--- src/rtl/fifo_rd_stream_adapter_if.sv ---
// Read-side bundle between the async FIFO (rempty/rinc/rdata) and the stream consumer.
// Stream handshake: a word moves when out_valid && out_ready at a rising clk edge; while
// out_valid is high and out_ready low, out_valid and out_data stay stable.
interface fifo_rd_stream_adapter_if #(
    parameter int DATA_WIDTH = 8,
    parameter int BUF_DEPTH  = 4
);
    logic                               rempty;
    logic                               rinc;
    logic [DATA_WIDTH-1:0]              rdata;
    logic                               out_valid;
    logic                               out_ready;
    logic [DATA_WIDTH-1:0]              out_data;
    logic [$clog2(BUF_DEPTH+1)-1:0]     buf_level;

    modport master (
        input  rempty, rdata, out_ready,
        output rinc, out_valid, out_data, buf_level
    );

    modport slave (
        output rempty, rdata, out_ready,
        input  rinc, out_valid, out_data, buf_level
    );
endinterface

--- src/rtl/fifo_rd_stream_adapter.sv ---
// Turns the FIFO pop/empty read port into a valid/ready stream through a small FWFT skid buffer.
// Pops are paced one every two cycles so the one-cycle-stale rempty can never cause an over-read.
module fifo_rd_stream_adapter #(
    parameter int DATA_WIDTH = 8,
    parameter int RD_LATENCY = 1,
    parameter int BUF_DEPTH  = 4
) (
    input  logic                      clk,
    input  logic                      rst,
    fifo_rd_stream_adapter_if.master  bus,
    output logic                      o_dbg_state
);
    localparam int LW = $clog2(BUF_DEPTH + 1);
    localparam int PW = $clog2(BUF_DEPTH);
    localparam int CW = LW + $clog2(RD_LATENCY + 1) + 1;

    typedef enum logic {
        ST_ARM   = 1'b0,
        ST_BLOCK = 1'b1
    } state_t;

    state_t                r_state;
    state_t                w_state_next;
    logic [RD_LATENCY-1:0] r_pipe;
    logic [DATA_WIDTH-1:0] r_mem [BUF_DEPTH];
    logic [PW-1:0]         r_head;
    logic [PW-1:0]         r_tail;
    logic [LW-1:0]         r_level;
    logic [CW-1:0]         w_inflight;
    logic [CW-1:0]         w_committed;
    logic                  w_credit_ok;
    logic                  w_rinc;
    logic                  w_push;
    logic                  w_pop;

    function automatic logic [PW-1:0] ptr_inc(input logic [PW-1:0] p);
        if (p == PW'(BUF_DEPTH - 1)) begin
            return '0;
        end
        return p + PW'(1);
    endfunction

    // The landing stage still counts as in flight, so a same-cycle drain never frees credit early.
    always_comb begin
        w_inflight = '0;
        for (int i = 0; i < RD_LATENCY; i++) begin
            w_inflight = w_inflight + CW'(r_pipe[i]);
        end
    end

    assign w_committed = CW'(r_level) + w_inflight;
    assign w_credit_ok = (w_committed < CW'(BUF_DEPTH));

    always_comb begin
        w_state_next = r_state;
        w_rinc       = 1'b0;
        case (r_state)
            ST_ARM: begin
                w_rinc = !rst && !bus.rempty && w_credit_ok;
                if (w_rinc) begin
                    w_state_next = ST_BLOCK;
                end
            end
            ST_BLOCK: begin
                w_state_next = ST_ARM;
            end
            default: begin
                w_state_next = ST_ARM;
            end
        endcase
    end

    always_ff @(posedge clk) begin
        if (rst) begin
            r_state <= ST_ARM;
        end else begin
            r_state <= w_state_next;
        end
    end

    always_ff @(posedge clk) begin
        if (rst) begin
            r_pipe <= '0;
        end else begin
            r_pipe[0] <= w_rinc;
            for (int i = 1; i < RD_LATENCY; i++) begin
                r_pipe[i] <= r_pipe[i-1];
            end
        end
    end

    assign w_push = r_pipe[RD_LATENCY-1];
    assign w_pop  = (r_level != '0) && bus.out_ready;

    always_ff @(posedge clk) begin
        if (rst) begin
            r_head  <= '0;
            r_tail  <= '0;
            r_level <= '0;
        end else begin
            if (w_push) begin
                r_tail <= ptr_inc(r_tail);
            end
            if (w_pop) begin
                r_head <= ptr_inc(r_head);
            end
            case ({w_push, w_pop})
                2'b10:   r_level <= r_level + LW'(1);
                2'b01:   r_level <= r_level - LW'(1);
                default: r_level <= r_level;
            endcase
        end
    end

    // Storage needs no reset: an entry is only visible once level says it was written.
    always_ff @(posedge clk) begin
        if (!rst && w_push) begin
            r_mem[r_tail] <= bus.rdata;
        end
    end

    assign bus.rinc      = w_rinc;
    assign bus.out_valid = (r_level != '0);
    assign bus.out_data  = (r_level != '0) ? r_mem[r_head] : '0;
    assign bus.buf_level = r_level;
    assign o_dbg_state   = r_state;
endmodule

--- src/flat_wrapper.sv ---
// flat-port wrapper written by rule: the top's interface ports become plain ports
module fifo_rd_stream_adapter_flat 
#(
    parameter int DATA_WIDTH = 8,
    parameter int RD_LATENCY = 1,
    parameter int BUF_DEPTH  = 4
)
  (clk, rst, o_dbg_state, bus_rempty, bus_rdata, bus_out_ready, bus_rinc, bus_out_valid, bus_out_data, bus_buf_level);
  fifo_rd_stream_adapter_if #(.DATA_WIDTH(DATA_WIDTH), .BUF_DEPTH(BUF_DEPTH)) bus_i ();
  input  logic clk;
  input  logic rst;
  output logic o_dbg_state;
  input wire logic [$bits(bus_i.rempty)-1:0] bus_rempty;
  input wire logic [$bits(bus_i.rdata)-1:0] bus_rdata;
  input wire logic [$bits(bus_i.out_ready)-1:0] bus_out_ready;
  output wire logic [$bits(bus_i.rinc)-1:0] bus_rinc;
  output wire logic [$bits(bus_i.out_valid)-1:0] bus_out_valid;
  output wire logic [$bits(bus_i.out_data)-1:0] bus_out_data;
  output wire logic [$bits(bus_i.buf_level)-1:0] bus_buf_level;
  assign bus_i.rempty = bus_rempty;
  assign bus_i.rdata = bus_rdata;
  assign bus_i.out_ready = bus_out_ready;
  assign bus_rinc = bus_i.rinc;
  assign bus_out_valid = bus_i.out_valid;
  assign bus_out_data = bus_i.out_data;
  assign bus_buf_level = bus_i.buf_level;
  fifo_rd_stream_adapter #(.DATA_WIDTH(DATA_WIDTH), .RD_LATENCY(RD_LATENCY), .BUF_DEPTH(BUF_DEPTH)) u_core (.clk(clk), .rst(rst), .bus(bus_i), .o_dbg_state(o_dbg_state));
endmodule
--- config.mk ---
export PLATFORM = sky130hd
export DESIGN_NAME = fifo_rd_stream_adapter_flat
export DESIGN_NICKNAME = d
export VERILOG_FILES = /design/src/rtl/fifo_rd_stream_adapter_if.sv /design/src/rtl/fifo_rd_stream_adapter.sv /design/src/flat_wrapper.sv
export SDC_FILE = /design/constraint.sdc
export NUM_CORES = 1
export LEC_CHECK = 0
export CORE_ASPECT_RATIO = 0.75
export CORE_MARGIN = 3
export CORE_UTILIZATION = 40
export CTS_CLUSTER_SIZE = 14
export DETAILED_ROUTE_END_ITERATION = 8
export GPL_TIMING_DRIVEN = 1
export HOLD_SLACK_MARGIN = 0.15
export SYNTH_ARGS = -nofsm -noshare
export SYNTH_HDL_FRONTEND = slang
export SYNTH_SLANG_ARGS = --single-unit
--- constraint.sdc ---
create_clock -name clk -period 2.32 [get_ports clk]
set_input_delay 0.58 -clock clk [delete_from_list [all_inputs] [get_ports clk]]
set_output_delay 0.58 -clock clk [all_outputs]
set_load 0.1 [all_outputs]
**Word-level counts from Yosys, hierarchy flattened**

Memory sizes are Yosys's and may differ from the RTL's. A register that Yosys moved wholly into a read port is not among the register bits.
Cells that the tools add are included.

- Register bits after elaboration: 9
- Input bits: 12
- Memories: 1
- Word-level logic and storage cells: 44
- Bits in writable memories: 32
- Output and inout bits: 14

Memory list:

| memory | depth | bits a word | rd ports | clocked after memory_dff | wr ports | RTL line | text |
|---|---|---|---|---|---|---|---|
| u_core.r_mem | 4 | 8 | 1 | 1 | 1 | fifo_rd_stream_adapter.sv:25 | `logic [DATA_WIDTH-1:0] r_mem [BUF_DEPTH];` |

- Equality and inequality tests: 4
- Multiplexer cells: 19
- Order comparisons: 1
- Reductions and logical operators: 8
- Bitwise gates (word level): 1
- $add $sub $neg: 5

Operator list:

| kind | number |
|---|---|
| 2-bit 2-to-1 mux | 6 |
| 1-bit 2-to-1 mux | 10 |
| 8-bit 2-to-1 mux | 1 |
| 2-bit equality test, second input constant | 3 |
| 3-bit one-hot mux with 2 select lines | 1 |
| 5-bit by 3-bit < comparator with 1-bit output, second input constant | 1 |
| 2-bit by 1-bit adder with 2-bit output, second input constant | 2 |
| 3-bit by 1-bit adder with 4-bit output | 1 |
| 1-bit logical AND | 4 |
| 3-bit by 1-bit adder with 3-bit output, second input constant | 1 |
| 3-bit nonzero test | 1 |
| 3-bit by 1-bit subtractor with 3-bit output, second input constant | 1 |
| 2-bit by 1-bit equality test with 1-bit output, second input constant | 1 |
| 1-bit zero test | 2 |
| 1-bit one-hot mux with 2 select lines | 1 |
| 2-bit nonzero test | 1 |
| 1-bit inverter | 1 |

**Logic depth before layout (Yosys ltp)**

Gate-level depths: netlist of run 1.

- Depth after elaboration: 7
- Depth in mapped cells: 8
- Mapped depth without buffers: 8

**Worst setup path before layout of run 1**

Ideal clock, no wire load.

- Path kind: flip-flop to output port
- From: register u_core.r_level[2], in the netlist u_core.bus.buf_level[2]
- To: output port bus_rinc
- Data required time: 1740 ps
- Data arrival time: 3761 ps
- Setup slack: -2021 ps
- Cell stages (with the launch flop): 2
- Path buffers: 0
- Path through: dfxtp_1 nor4_1

- Word-level cells in the longest chain between the ends: 4

Ends and longest elaborated chain:

| what | RTL line | text |
|---|---|---|
| from (decl) | fifo_rd_stream_adapter.sv:28 | `logic [LW-1:0] r_level;` |
| from (signal assigned) | fifo_rd_stream_adapter.sv:108 | `2'b10: r_level <= r_level + LW'(1);` |
| from (signal assigned) | fifo_rd_stream_adapter.sv:109 | `2'b01: r_level <= r_level - LW'(1);` |
| from (signal assigned) | fifo_rd_stream_adapter.sv:110 | `default: r_level <= r_level;` |
| 3-bit by 1-bit adder with 4-bit output | fifo_rd_stream_adapter.sv:51 | `assign w_committed = CW'(r_level) + w_inflight;` |
| 5-bit by 3-bit < comparator with 1-bit output | fifo_rd_stream_adapter.sv:52 | `assign w_credit_ok = (w_committed < CW'(BUF_DEPTH));` |
| 1-bit logical AND | fifo_rd_stream_adapter.sv:59 | `w_rinc = !rst && !bus.rempty && w_credit_ok;` |
| 1-bit 2-to-1 mux | fifo_rd_stream_adapter.sv:57 | `case (r_state)` |
| to (decl) | flat_wrapper.sv:16 | `output wire logic [$bits(bus_i.rinc)-1:0] bus_rinc;` |

Every way passes these cells.

==> results of run 1 <==
[worst min-delay path: cells and delay by family, from the launching register on]
family	cells	cell delay [ps]
simple gates	1	60
flops	1	330
compound gates	1	70
[placed cells by master, fill, tap and decap left out, drive strengths merged]
| cell | synthesis | final |
|---|---|---|
| ha | 6 | 6 |
| nor2 | 7 | 7 |
| fa | 1 | 1 |
| bufinv | 0 | 1 |
| clkinvlp | 0 | 1 |
| dfxtp | 10 | 10 |
| mux2i | 2 | 2 |
| or3 | 2 | 2 |
| nor3 | 1 | 1 |
| and2 | 4 | 4 |
| nor3b | 1 | 1 |
| mux4 | 8 | 8 |
| nor4 | 2 | 2 |
| inv | 8 | 7 |
| xor2 | 2 | 2 |
| nand2 | 1 | 1 |
| o31ai | 1 | 1 |
| clkbuf | 2 | 7 |
| nor2b | 8 | 8 |
| o21ai | 1 | 1 |
| buf | 1 | 23 |
| a21oi | 4 | 4 |
| clkdlybuf4s50 | 0 | 11 |
| edfxtp | 32 | 32 |
[per-stage QoR]
| step | setup slack (ps) | hold WS [ps] | TNS [ps] | util, % | cell area, um^2 |
|---|---|---|---|---|---|
| 6_report | 111.8 | 500.7 | 0 | 62.26 | 2427 |
| 5_1_grt | 35.92 | 541.7 | 0 | 62.26 | 2427 |
| 4_1_cts | 45.93 | 500.4 | 0 | 62.16 | 2424 |
| 3_5_place_dp | -153.4 | 490.2 | -153.4 | 59.44 | 2317 |
| 3_3_place_gp | -100.9 | 474.1 | -100.9 | 59.44 | 2317 |
| 2_1_floorplan | -153.7 | 463.4 | -259.5 | - | 1814 |
[metal layers]
layer,vias to the layer above,share of wire [%],GRT usage [%]
li1,462,-,-
met1,479,45,19.56
met2,18,49,22.05
met3,7,4.2,3.890
met4,0,1.3,4.979
met5,-,0,0
[sequential cells by signal, summed over array words and instances, names as in the netlist, named ones only]
signal / cells
u_core.r_tail: 2
u_core.bus.buf_level: 3
u_core.r_head: 2
u_core.r_mem: 32
u_core.o_dbg_state: 1
[layout make-up]
type | instances | area [um^2] | share of cell area [%]
sequential | 42 | 1172 | 48.30
multi-input combinational | 51 | 588.1 | 24.23
timing repair buffer | 34 | 461.7 | 19.02
clock buffer | 7 | 76.32 | 3.144
tap | 52 | 65.06 | 2.680
inverter | 8 | 33.78 | 1.392
clock inverter | 1 | 30.03 | 1.237
[what timing repair did]
action	4_1_cts	5_1_grt
hold endpoints to repair	0	0
resized for setup	0	1
setup endpoints to repair	0	4
[worst max path at each step]
| stage | endpoint | slack [ps] |
|---|---|---|
| after floorplan | bus_out_valid | -150 |
| after global placement | u_core.bus.buf_level[2]$_SDFFE_PP0P_ | -100 |
| after detailed placement | u_core.bus.buf_level[2]$_SDFFE_PP0P_ | -150 |
| after CTS | bus_out_data[4] | 50 |
| after global routing | bus_out_data[4] | 40 |
| final | bus_out_data[4] | 110 |
[cells by family (layout without fill, tap and decap cells)]
kind of cell,count (synthesis),in the layout
compound gates,6,6
xor+xnor,2,2
fa+ha+maj,7,7
buf+inv,11,50
flops,42,42
mux,10,10
simple gates,26,26
[power groups by stage]
stage / combinational, mW / sequential [mW] / clock, mW
detailed placement: 1.87 / 0.958 / 0
floorplan: 1.13 / 1.09 / 0
global route: 1.93 / 0.955 / 0.591
global placement: 1.84 / 0.954 / 0
CTS: 1.87 / 0.942 / 0.564
finish: 1.86 / 0.942 / 0.548
==> results.sh, run 1 <==
export IMPL_max_slew_margin_rel_pct=67.45
export IMPL_firstDrtPassIters=4
export IMPL_worstPathRequired_ps=1740
export IMPL_clockBufferDepth=2
export IMPL_placeableCoreArea_um2=3899
export IMPL_peakVddDrop_mv=1.229
export IMPL_ys_async_sr_fraction_pct=0
export IMPL_core_rowCount=19
export IMPL_setup_viol=0
export IMPL_antenna_found_initial=0
export IMPL_ys_warn_count=0
export IMPL_insertion_delay_ps=290
export IMPL_p_int_mw=1.863
export IMPL_postCtsSetupBuffers=0
export IMPL_switchingPower_mw=1.482
export IMPL_p_sw_share_pct=44.31
export IMPL_fmax_mhz=452.9
export IMPL_worstHoldPathType="flip-flop to flip-flop"
export IMPL_dpl_hpwl_mm=2.305
export IMPL_min_period_over_period_pct=95.18
export IMPL_dp_cells=187
export IMPL_worstReg2RegEnd="u_core.bus.buf_level[2]$_SDFFE_PP0P_"
export IMPL_h_tree_depth=2
export IMPL_critPathBufInv=2
export IMPL_cp_max_fo=8
export IMPL_outcome="complete, no violations"
export IMPL_die_w_um=81.67
export IMPL_clock_power_share_pct=16.4
export IMPL_start_kind="flip-flop"
export IMPL_synth_top_family_by_area="multiplexers"
export IMPL_synthSimpleGateAreaFrac_pct=8.594
export IMPL_rr_worst_depth=8
export IMPL_drv_cap=0
export IMPL_worstSetupEndpointType="output pin"
export IMPL_synth_mux_area_share_pct=11.65
export IMPL_holdPathStages=2
export IMPL_fin_crit_ps=2208
export IMPL_fillCellCount=298
export IMPL_min_to="u_core.r_head[0]$_SDFFE_PP0N_"
export IMPL_dieHeight_um=62.76
export IMPL_cts_buffers=5
export IMPL_vias_per_cell=4.954
export IMPL_total_power_mw=3.345
export IMPL_hold_viol_final=0
export IMPL_synth_edf_count=32
export IMPL_power_leakage_nw=0.8632
export IMPL_tritoncts="built"
export IMPL_drc=0
export IMPL_synth_area_top_cells="edfxtp_1 56%, dfxtp_1 12%, mux4_2 10%"
export IMPL_synth_fa_ha_area_share_pct=5.535
export IMPL_postSynthCellCount=104
export IMPL_synth_most_common_cell="edfxtp_1"
export IMPL_place_congestion=0.6837
export IMPL_clock_skew_ps=2.854
export IMPL_synthXorXnorAreaFrac_pct=1.020
export IMPL_grt_total_usage_pct=14.34
export IMPL_io_buffers=25
export IMPL_cts_root_buf="clkbuf_8"
export IMPL_tightest_slew_ps=487.5
export IMPL_grt_pass1_wl_mm=5.147
export IMPL_synth_common_cells="32 x edfxtp_1, 10 x dfxtp_1, 8 x inv_1, 8 x mux4_2, 8 x nor2b_1"
export IMPL_synth_top_cell_area_share_pct=55.94
export IMPL_ant_nets=0
export IMPL_gr_total_overflow=0
export IMPL_slowest_stage="mux4_2"
export IMPL_crit_family="multiplexers"
export IMPL_slowest_delay_ps=520
export IMPL_path_cells="buf_6 > mux4_2 > nor2b_4 > buf_12"
export IMPL_hp_start="u_core.r_head[0]$_SDFFE_PP0N_"
export IMPL_finalNonFillerCells=195
export IMPL_n_antenna_cell=0
export IMPL_ys_types=22
export IMPL_power_density_nw_per_um2=1378
export IMPL_finalMaxSlewViolations=0
export IMPL_start_util_pct=44.06
export IMPL_yosysTopAreaCell="edfxtp_1"
export IMPL_r2r_setup_slack_ps=510
export IMPL_dieArea_um2=5125
export IMPL_grt_max_degree=13
export IMPL_seq_power_share_pct=28.2
export IMPL_worstSetupPathDepth=4
export IMPL_syn_area_um2=1718
export IMPL_routed_wl_mm=3.208
export IMPL_drive_gt1_share_pct=36.36
export IMPL_cp_arrival_ps=1630
export IMPL_grt_pass1_vias=1006
export IMPL_synth_top_flop_cell="edfxtp_1"
export IMPL_hold_buffers=0
export IMPL_vias=966
export IMPL_rsz0062_at_grt="no"
export IMPL_clkTransAtPathRegs_ps=70
export IMPL_synth_compound_area_share_pct=2.695
export IMPL_r2r_start="u_core.bus.buf_level[2]$_SDFFE_PP0P_"
export IMPL_boundaryPins=26
export IMPL_ys_ff_latch=42
export IMPL_cts_sinks=42
export IMPL_layout_nets=161
export IMPL_comb_power_share_pct=55.5
export IMPL_path_class="flip-flop to output pin"
export IMPL_drt_iter0_drc=22
export IMPL_area_growth_pct=41.30
export IMPL_wire_per_inst_um=16.45
export IMPL_yosysSeqAreaShare_pct=67.59
export IMPL_syn_area_per_cell_um2=16.52
export IMPL_synth_fp_nets=123
Note: power is estimated with default switching activity, not from simulation.
==> inputs of run 2 (changes only) <==
Settings changed: CORE_UTILIZATION 40 to 51, CTS_BUF_LIST set to sky130_fd_sc_hd__clkbuf_8, PLACE_DENSITY set to 0.76.
==> results.sh, run 2 (same netlist as run 1, synthesis figures left out) <==
export IMPL_min_period_over_period_pct=95.27
export IMPL_wirelength_met1_mm=1.254
export IMPL_hold_viol_final=0
export IMPL_grt_pass1_vias=1027
export IMPL_cts_root_buf="clkbuf_8"
export IMPL_drv_cap=0
export IMPL_firstDrtPassIters=4
export IMPL_cts_sinks=42
export IMPL_start_kind="input pin"
export IMPL_fmax_mhz=452.4
export IMPL_outcome="complete, no violations"
export IMPL_die_w_um=73.02
export IMPL_r2r_setup_slack_ps=470
export IMPL_grt_total_usage_pct=17.78
export IMPL_final_cell_mix="32 x edfxtp_1, 11 x clkdlybuf4s50_1, 11 x buf_4"
export IMPL_ant_nets=0
export IMPL_vias=946
export IMPL_io_buffers=25
export IMPL_fin_crit_ps=2210
export IMPL_h_tree_depth=2
export IMPL_grt_max_degree=14
export IMPL_gr_total_overflow=0
export IMPL_met2_length_mm=1.433
export IMPL_area_growth_pct=37.07
export IMPL_worstSetupEndpointType="flip-flop"
export IMPL_rsz0062_at_grt="no"
export IMPL_placeableCoreArea_um2=3084
export IMPL_finalMaxSlewViolations=0
export IMPL_wl_met3_um=197
export IMPL_cp_max_fo=2
export IMPL_core_rowCount=17
export IMPL_cts_buffers=5
export IMPL_tritoncts="built"
export IMPL_cp_arrival_ps=2430
export IMPL_worstPathRequired_ps=2540
export IMPL_holdWs_ps=502.8
export IMPL_worstHoldPathType="flip-flop to flip-flop"
export IMPL_max_slew_margin_rel_pct=71.85
export IMPL_top_register="u_core.r_mem"
export IMPL_top_layer="met4"
export IMPL_clock_skew_ps=7.883
export IMPL_clkTransAtPathRegs_ps=70
export IMPL_insertion_delay_ps=290
export IMPL_setup_viol=0
export IMPL_boundaryPins=26
export IMPL_tightest_slew_ps=421.7
export IMPL_hp_start="u_core.r_head[0]$_SDFFE_PP0N_"
export IMPL_drc=0
export IMPL_postCtsSetupBuffers=0
export IMPL_fillCellCount=173
export IMPL_largest_reg_flops=32
export IMPL_dpl_hpwl_mm=2.159
export IMPL_n_antenna_cell=0
export IMPL_startpoint="bus_out_ready"
export IMPL_dieArea_um2=4108
export IMPL_clockBufferDepth=2
export IMPL_routed_wl_mm=2.916
export IMPL_drt_iter0_drc=49
export IMPL_drive_gt1_share_pct=36.62
export IMPL_start_util_pct=55.70
export IMPL_r2r_start="u_core.bus.buf_level[2]$_SDFFE_PP0P_"
export IMPL_place_congestion=0.7053
export IMPL_vias_per_cell=5.256
export IMPL_final_common_cell="edfxtp_1"
export IMPL_wire_per_inst_um=16.20
export IMPL_grt_pass1_wl_mm=5.175
export IMPL_layout_nets=160
export IMPL_dieHeight_um=56.26
export IMPL_antenna_found_initial=0
export IMPL_path_class="input pin to flip-flop"
-- run 2: layer usage --
layer	up-vias	global-route usage (%)
met2	28	26.75
met3	4	7.156
li1	457	-
met4	0	6.316
met1	457	23.23
met5	-	0
-- run 2: path summary, 6_finish.rpt --
check / end / cells after the start
worst min-delay path: flip-flop / 2
worst min register to register: flip-flop / 2
worst max register to register: u_core.bus.buf_level[2]$_SDFFE_PP0P_ / 8
worst max-delay path: u_core.bus.buf_level[2]$_SDFFE_PP0P_ / 9
-- run 2: layout make-up --
type / count / area (um^2) / area share, %
Sequential cell: 42 / 1172 / 49.79
Multi-Input combinational cell: 51 / 590.6 / 25.08
Timing Repair Buffer: 33 / 404.1 / 17.16
Clock buffer: 5 / 68.82 / 2.922
Tap cell: 38 / 47.55 / 2.019
Clock inverter: 3 / 37.54 / 1.594
Inverter: 8 / 33.78 / 1.435
-- run 2: per-stage QoR --
stage / cells / setup WS, ps / TNS, ps / instance area, um^2 / util, %
after floorplan: 104 / -153.7 / -259.5 / 1814 / -
after global placement: 172 / -119.6 / -119.6 / 2242 / 72.70
after detailed placement: 172 / -190.9 / -190.9 / 2242 / 72.70
after CTS: 180 / 48.05 / 0 / 2349 / 76.15
after global routing: 180 / 8.514 / 0 / 2355 / 76.35
final: 180 / 109.6 / 0 / 2355 / 76.35
-- run 2: repair_timing --
| item | 4_1_cts | 5_1_grt |
|---|---|---|
| setup endpoints to repair | 0 | 6 |
| gates resized for setup | 0 | 2 |
| hold buffers | 0 | 0 |
-- run 2: critical path: stages --
cell and delay [ps]:
clkdlybuf4s50_1 500, o31ai_4 90, inv_1 70, ha_2 180, inv_1 50, fa_1 370, xor2_1 160, or3_1 300
a21oi_1 130
Power of run 2 is not shown: default switching activity piles up to over one toggle a cycle in this logic, so the estimate is an artifact.
